--- src/rtl/div_result_buffer.sv ---
// Result FIFO and issue-credit tracker behind the pipelined signed divider.
// The divider cannot stall, so a start is only granted when a FIFO slot is reserved for its result.
module div_result_buffer #(
  parameter int WIDTH = 64,
  parameter int DEPTH = 16,
  parameter int CW    = $clog2(DEPTH + 1)
) (
  input  logic             clk,
  input  logic             rst_n,
  input  logic             issue_req,
  output logic             issue_ok,
  output logic             issue_grant,
  input  logic             div_valid,
  input  logic [WIDTH-1:0] div_quotient,
  input  logic             div_dbz,
  output logic             res_valid,
  input  logic             res_ready,
  output logic [WIDTH-1:0] res_quotient,
  output logic             res_dbz,
  output logic [CW-1:0]    credits,
  output logic             err_overflow,
  output logic             err_spurious
);

  localparam int PW = (DEPTH > 1) ? $clog2(DEPTH) : 1;
  localparam logic [CW-1:0] DEPTH_C  = CW'(DEPTH);
  localparam logic [PW-1:0] LAST_PTR = PW'(DEPTH - 1);

  typedef struct packed {
    logic             dbz;
    logic [WIDTH-1:0] quo;
  } entry_t;

  entry_t          mem_q [DEPTH];
  logic [CW-1:0]   occ_q, occ_d;
  logic [CW-1:0]   infl_q, infl_d;
  logic [PW-1:0]   wptr_q, wptr_d;
  logic [PW-1:0]   rptr_q, rptr_d;
  logic            err_ovf_q, err_ovf_d;
  logic            err_spur_q, err_spur_d;

  logic full, push, pop, retire;

  assign credits     = DEPTH_C - occ_q - infl_q;
  assign issue_ok    = (credits != '0);
  assign issue_grant = issue_req & issue_ok;

  assign res_valid = (occ_q != '0);
  assign pop       = res_valid & res_ready;
  assign full      = (occ_q == DEPTH_C);
  // When full, a same-cycle pop frees the head slot, which is exactly where wptr points.
  assign push      = div_valid & (~full | pop);
  assign retire    = div_valid & (infl_q != '0);

  always_comb begin
    occ_d      = occ_q;
    infl_d     = infl_q;
    wptr_d     = wptr_q;
    rptr_d     = rptr_q;
    err_ovf_d  = err_ovf_q | (div_valid & full & ~pop);
    err_spur_d = err_spur_q | (div_valid & (infl_q == '0));
    case ({push, pop})
      2'b10:   occ_d = occ_q + CW'(1);
      2'b01:   occ_d = occ_q - CW'(1);
      default: occ_d = occ_q;
    endcase
    case ({issue_grant, retire})
      2'b10:   infl_d = infl_q + CW'(1);
      2'b01:   infl_d = infl_q - CW'(1);
      default: infl_d = infl_q;
    endcase
    if (push) wptr_d = (wptr_q == LAST_PTR) ? '0 : wptr_q + PW'(1);
    if (pop)  rptr_d = (rptr_q == LAST_PTR) ? '0 : rptr_q + PW'(1);
  end

  always_ff @(posedge clk) begin
    if (!rst_n) begin
      occ_q      <= '0;
      infl_q     <= '0;
      wptr_q     <= '0;
      rptr_q     <= '0;
      err_ovf_q  <= 1'b0;
      err_spur_q <= 1'b0;
    end else begin
      occ_q      <= occ_d;
      infl_q     <= infl_d;
      wptr_q     <= wptr_d;
      rptr_q     <= rptr_d;
      err_ovf_q  <= err_ovf_d;
      err_spur_q <= err_spur_d;
    end
  end

  // Storage needs no reset: the head is masked to zero whenever the FIFO is empty.
  always_ff @(posedge clk) begin
    if (push) mem_q[wptr_q] <= '{dbz: div_dbz, quo: div_quotient};
  end

  assign res_quotient = res_valid ? mem_q[rptr_q].quo : '0;
  assign res_dbz      = res_valid ? mem_q[rptr_q].dbz : 1'b0;
  assign err_overflow = err_ovf_q;
  assign err_spurious = err_spur_q;

endmodule

--- config.mk ---
export PLATFORM = sky130hd
export DESIGN_NAME = div_result_buffer
export DESIGN_NICKNAME = d
export VERILOG_FILES = /design/src/rtl/div_result_buffer.sv
export SDC_FILE = /design/constraint.sdc
export NUM_CORES = 1
export LEC_CHECK = 0
export CAP_MARGIN = 30
export CORE_MARGIN = 8
export CORE_UTILIZATION = 25
export CTS_CLUSTER_SIZE = 28
export DETAILED_ROUTE_END_ITERATION = 10
export GPL_TIMING_DRIVEN = 0
export SLEW_MARGIN = 5
export SYNTH_ARGS = -nofsm -noshare
export SYNTH_HDL_FRONTEND = slang
export SYNTH_SLANG_ARGS = --single-unit
--- constraint.sdc ---
create_clock -name clk -period 19.87 [get_ports clk]
set_clock_uncertainty 0.05 [all_clocks]
set_input_delay 3.974 -clock clk [delete_from_list [all_inputs] [get_ports clk]]
set_output_delay 3.974 -clock clk [all_outputs]
set_load 0.01 [all_outputs]
* Yosys cells after proc, flatten, opt, wreduce, memory -nomap -nowiden
Memory sizes are Yosys's and may differ from the RTL's. A register that Yosys moved wholly into a read port is not among the register bits. Index checks and enable logic that the tools add are counted.
Operators by class: add/subtract/negate cells 8, eq/ne operators 7, multiplexer cells 10, bitwise gates (word level) 12, reductions and logical operators 6
Operators with widths (count):
- 64-bit two-way mux | 1
- 5-bit case mux with 2 select lines | 2
- 4-bit two-way mux | 4
- 5-bit nonzero test | 3
- 5-bit by 1-bit adder with 5-bit output, second input constant | 2
- 5-bit by 1-bit subtractor with 5-bit output, second input constant | 2
- 4-bit by 1-bit adder with 4-bit output, second input constant | 2
- 4-bit == test, second input constant | 2
- 1-bit bitwise AND | 7
- 5-bit == test, second input constant | 1
- 5-bit logical NOT | 1
- 5-bit subtractor | 1
- 5-bit subtractor, first input constant | 1
- 2-bit by 1-bit == test with 1-bit output, second input constant | 2
- 2-bit == test, second input constant | 2
- 2-bit nonzero test | 2
- 1-bit two-way mux | 3
- 1-bit OR | 3
- 1-bit inverter | 2
Storage, ports and cells: flip-flop bits (word level) 20, bits in writable memories 1040, input bits 70, output and inout port bits 75, memories kept 1
Memory list:
- mem_q | words 16, width 65, read ports 1, clocked after Yosys merged registers in 1, write ports 1, RTL line 34 | entry_t mem_q [DEPTH];

* Depth between registers and ports, before layout
depth in word-level cells 6, depth in mapped cells 15

* Worst setup path after synthesis
OpenSTA, ideal clock, no wires.
path kind input to register, start input res_ready, end memory mem_q[0][0] in the netlist's numbering (enable), library setup time 0.671 ns, data arrival time 11.255 ns, data required time 19.149 ns, slack 7.894 ns, stages 4, cells stage by stage nand2b_1 > o21a_1 > clkinv_1 > nor4b_1
Between the ends: cells in the longest elaborated chain, start to end 5
RTL lines:
- start: declaration | RTL line 17 | input logic res_ready,
- 1-bit bitwise AND | RTL line 49 | assign pop = res_valid & res_ready;
- 1-bit OR | RTL line 52 | assign push = div_valid & (~full | pop);
- 1-bit bitwise AND | RTL line 52
- 1-bit two-way mux | RTL line 96 | if (push) mem_q[wptr_q] <= '{dbz: div_dbz, quo: div_quotient};
- 1-bit two-way mux (not written as such) | RTL line 96
- end: declaration | RTL line 34
Every way passes these cells.

* Final worst setup path
start input issue_req, end output issue_grant
Between the ends: cells in the longest elaborated chain, start to end 1
RTL lines:
- start: declaration | RTL line 10 | input logic issue_req,
- 1-bit bitwise AND | RTL line 46 | assign issue_grant = issue_req & issue_ok;
- end: declaration | RTL line 12 | output logic issue_grant,
Every way passes these cells.

==> metrics.yaml <==
status:
  status: "finished, final reports clean"
synthesis:
  yosys_most_used_dff: "edfxtp_1"
  syn_nets: 1881
  syn_inst: 1788
  syn_area_per_cell_um2: 23.0
  netlist_area_um2: 41100
  yosys_warnings: 0
  ys_seq_area_share_pct: 77.2
  synth-async-reset-ratio_pct: 0
  synth-seq-cells: 1064
  synth_edf_count: 1040
  yosysUniqueCellTypes: 47
sta:
  setup_viol: 0
  post-route-min-period_ns: 9.12
  tns_ns: 0
  fmax_mhz: 110
  finalMaxSlewViolations: 0
  slew-limit-headroom_pct: 36.2
  worst_pin_slew_ns: 0.957
  hold_viol_final: 0
  finalCritPeriodShare_pct: 45.9
  rsz0062_at_grt: "no"
min_path:
  hold_path_depth: 2
  min_to: "err_overflow"
  worstHoldStart: "err_overflow"
  min_path_type: "reg2reg"
placed_design:
  dp_hpwl_mm: 68.4
  io_buffers: 143
  dp_cells: 4215
  gp_congestion: 0.698
setup_path:
  reg2reg_from: "occ_q[1]"
  end_kind: "output pin"
  path_class: "in2out"
  cp.required_ns: 15.85
  startpoint_type: "input port"
  rr_worst_depth: 15
  worstPathMaxFanout: 2
  worstPathArrival_ns: 5.10
  reg2reg_slack_ns: 15.83
  worstReg2RegEnd: "infl_q[4]"
power:
  ir_drop_uv: 65.2
  intPower_uw: 4400
  cellPowerDensity_nw_per_um2: 121
  switchingPower_uw: 1630
  total_power_uw: 6020
  power_leakage_uw: 0.0152
  seq_power_share_pct: 41.9
  p_clk_share_pct: 32.7
  switching_share_pct: 27.0
  combPwrFrac_pct: 25.4
cts:
  clock_latency_ns: 0.67
  cts_buffers: 101
  cts_num_sinks: 1064
  clk_pin_slew_worst_paths_ns: 0.06
  post_cts_buffers: 0
  cts_resized: 0
  h-tree-depth: 3
  cts_root_buffer: "clkbuf_16"
  postCtsHoldBufs: 0
  cts_tree: "yes"
  clk_path_buf_depth: 3
grt:
  antenna_found_initial: 24
  grt_pass1_vias: 20448
  grt_use_total_pct: 11.1
  grt_max_degree: 43
  overflow: 0
  grt_pass1_wl_mm: 146
detailed_routing:
  post_drt_wl_per_cell_um: 23.0
  drt-total-wl_mm: 102
  first_pass_iters: 5
  viasPerCell: 4.36
  drc: 0
  ant_nets: 0
  num_vias: 19207
  drtIter0Drc: 1784
final_layout:
  n_fill_cell: 15648
  nNetsFinal: 2236
  area_growth_pct: 21.2
  fin_cells: 4407
  layout-drive-gt1-share_pct: 29.5
die:
  die_w_um: 421
  ios: 145
  rows: 148
  dieHeight_um: 421
  core_area_um2: 163000
  dieArea_um2: 177000
  start_util_pct: 25.2
run:
  cap_violations: 0
-- layout make-up --
class / count / area (µm²) / area share, %
Sequential cell: 1064 / 31700 / 63.7
Clock inverter: 63 / 768 / 1.54
Antenna cell: 12 / 30.0 / 0.0603
Inverter: 22 / 82.6 / 0.166
Timing Repair Buffer: 252 / 2500 / 5.03
Multi-Input combinational cell: 607 / 8820 / 17.7
Buffer: 95 / 524 / 1.05
Tap cell: 2175 / 2720 / 5.47
Clock buffer: 117 / 2610 / 5.24
-- worst max path at each step --
stage,from,to,slack (ns),cells after the start
after floorplan,res_ready,mem_q[0][0],7.89,4
after global placement,res_ready,mem_q[1][28],-1.29,5
after detailed placement,issue_req,issue_grant,10.74,3
after CTS,issue_req,issue_grant,10.74,3
after global routing,issue_req,issue_grant,10.70,3
final,issue_req,issue_grant,10.75,3
-- worst max-delay path, cell delays in order --
cell	delay [ns]
clkdlybuf4s50_1	0.48
o21a_1	0.12
clkdlybuf4s50_1	0.53
-- metal layers --
| layer | vias up | wire (µm) | track usage, % |
|---|---|---|---|
| li1 | 8321 | - | - |
| met1 | 10276 | 40200 | 13.1 |
| met2 | 448 | 53400 | 20.2 |
| met3 | 150 | 5060 | 2.19 |
| met4 | 12 | 2780 | 3.52 |
| met5 | - | 81 | 0 |
-- placed cells by master (no fill, tap or decap), drive strengths merged, types with 7 or more instances in the layout --
cell	netlist	final
a21oi	15	15
a221o	64	64
buf	61	170
bufinv	0	16
clkbuf	34	151
clkdlybuf4s50	0	143
clkinv	2	41
dfxtp	24	24
diode	0	12
edfxtp	1040	1040
ha	20	20
inv	20	23
mux2	65	65
mux4	259	259
nand2	10	10
nand3	9	9
nor2	29	29
nor2b	62	62
xor2	7	7
-- synthesized netlist by cell type (2+ instances only) --
| cell type | number | area share [%] |
|---|---|---|
| nand2b_1 | 6 | 0.091 |
| ha_1 | 20 | 0.61 |
| nor3_1 | 2 | 0.024 |
| nand3_1 | 9 | 0.11 |
| clkbuf_1 | 34 | 0.31 |
| dfxtp_1 | 24 | 1.2 |
| and2b_1 | 3 | 0.055 |
| xnor2_1 | 3 | 0.064 |
| a21o_1 | 3 | 0.055 |
| nand4b_1 | 2 | 0.043 |
| or4_1 | 2 | 0.037 |
| nor3b_1 | 5 | 0.091 |
| o211ai_1 | 4 | 0.073 |
| and2_1 | 3 | 0.046 |
| or3_1 | 3 | 0.046 |
| a21oi_1 | 15 | 0.18 |
| nor2_1 | 28 | 0.26 |
| buf_4 | 5 | 0.091 |
| a221o_1 | 64 | 1.6 |
| o21a_1 | 2 | 0.037 |
| buf_6 | 14 | 0.38 |
| o21ai_0 | 3 | 0.037 |
| nor4b_1 | 4 | 0.085 |
| buf_1 | 7 | 0.064 |
| clkinv_1 | 2 | 0.018 |
| fa_1 | 3 | 0.15 |
| buf_2 | 35 | 0.43 |
| nand2_1 | 10 | 0.091 |
| mux2_2 | 65 | 1.8 |
| inv_1 | 20 | 0.18 |
| xor2_1 | 7 | 0.15 |
| nor2b_1 | 62 | 0.94 |
| edfxtp_1 | 1040 | 76 |
| mux4_2 | 259 | 14 |
| and3_1 | 4 | 0.061 |
| mux2i_1 | 5 | 0.12 |
-- per-stage QoR --
stage          area, µm²  hold WS, ns  setup slack [ns]  util [%]
3_5_place_dp       46400        0.446             10.74      28.4
3_3_place_gp       45200        0.438             -1.29      27.7
2_1_floorplan      41100        0.415              7.89         -
5_1_grt            49700        0.479             10.70      30.5
6_report           49800        0.455             10.75      30.5
4_1_cts            49700        0.459             10.74      30.5
-- state kept, by name, summed over array words and instances, names as in the netlist, named ones only --
signal and cells:
infl_q 5, err_overflow 1, mem_q 1040, occ_q 5, wptr_q 4, rptr_q 4, err_spurious 1
-- logic make-up (layout without fill, tap and decap cells) --
| kind of cell | count (synthesis) | in the layout | synth area share [%] |
|---|---|---|---|
| buf+inv | 117 | 549 | 1.48 |
| simple gates | 147 | 147 | 2.07 |
| mux | 329 | 329 | 16.1 |
| xor+xnor | 10 | 10 | 0.213 |
| compound gates | 98 | 98 | 2.12 |
| flops | 1064 | 1064 | 77.2 |
| other cells | 0 | 12 | 0 |
| fa+ha+maj | 23 | 23 | 0.756 |
-- power by group through the flow --
stage,logic [µW],clock network (µW),registers [µW]
floorplan,860,0,2580
global placement,1560,0,2590
detailed placement,1580,0,2570
CTS,1590,2010,2530
global route,1640,2090,2530
finish,1530,1970,2530
(Power assumes the default switching activity.)
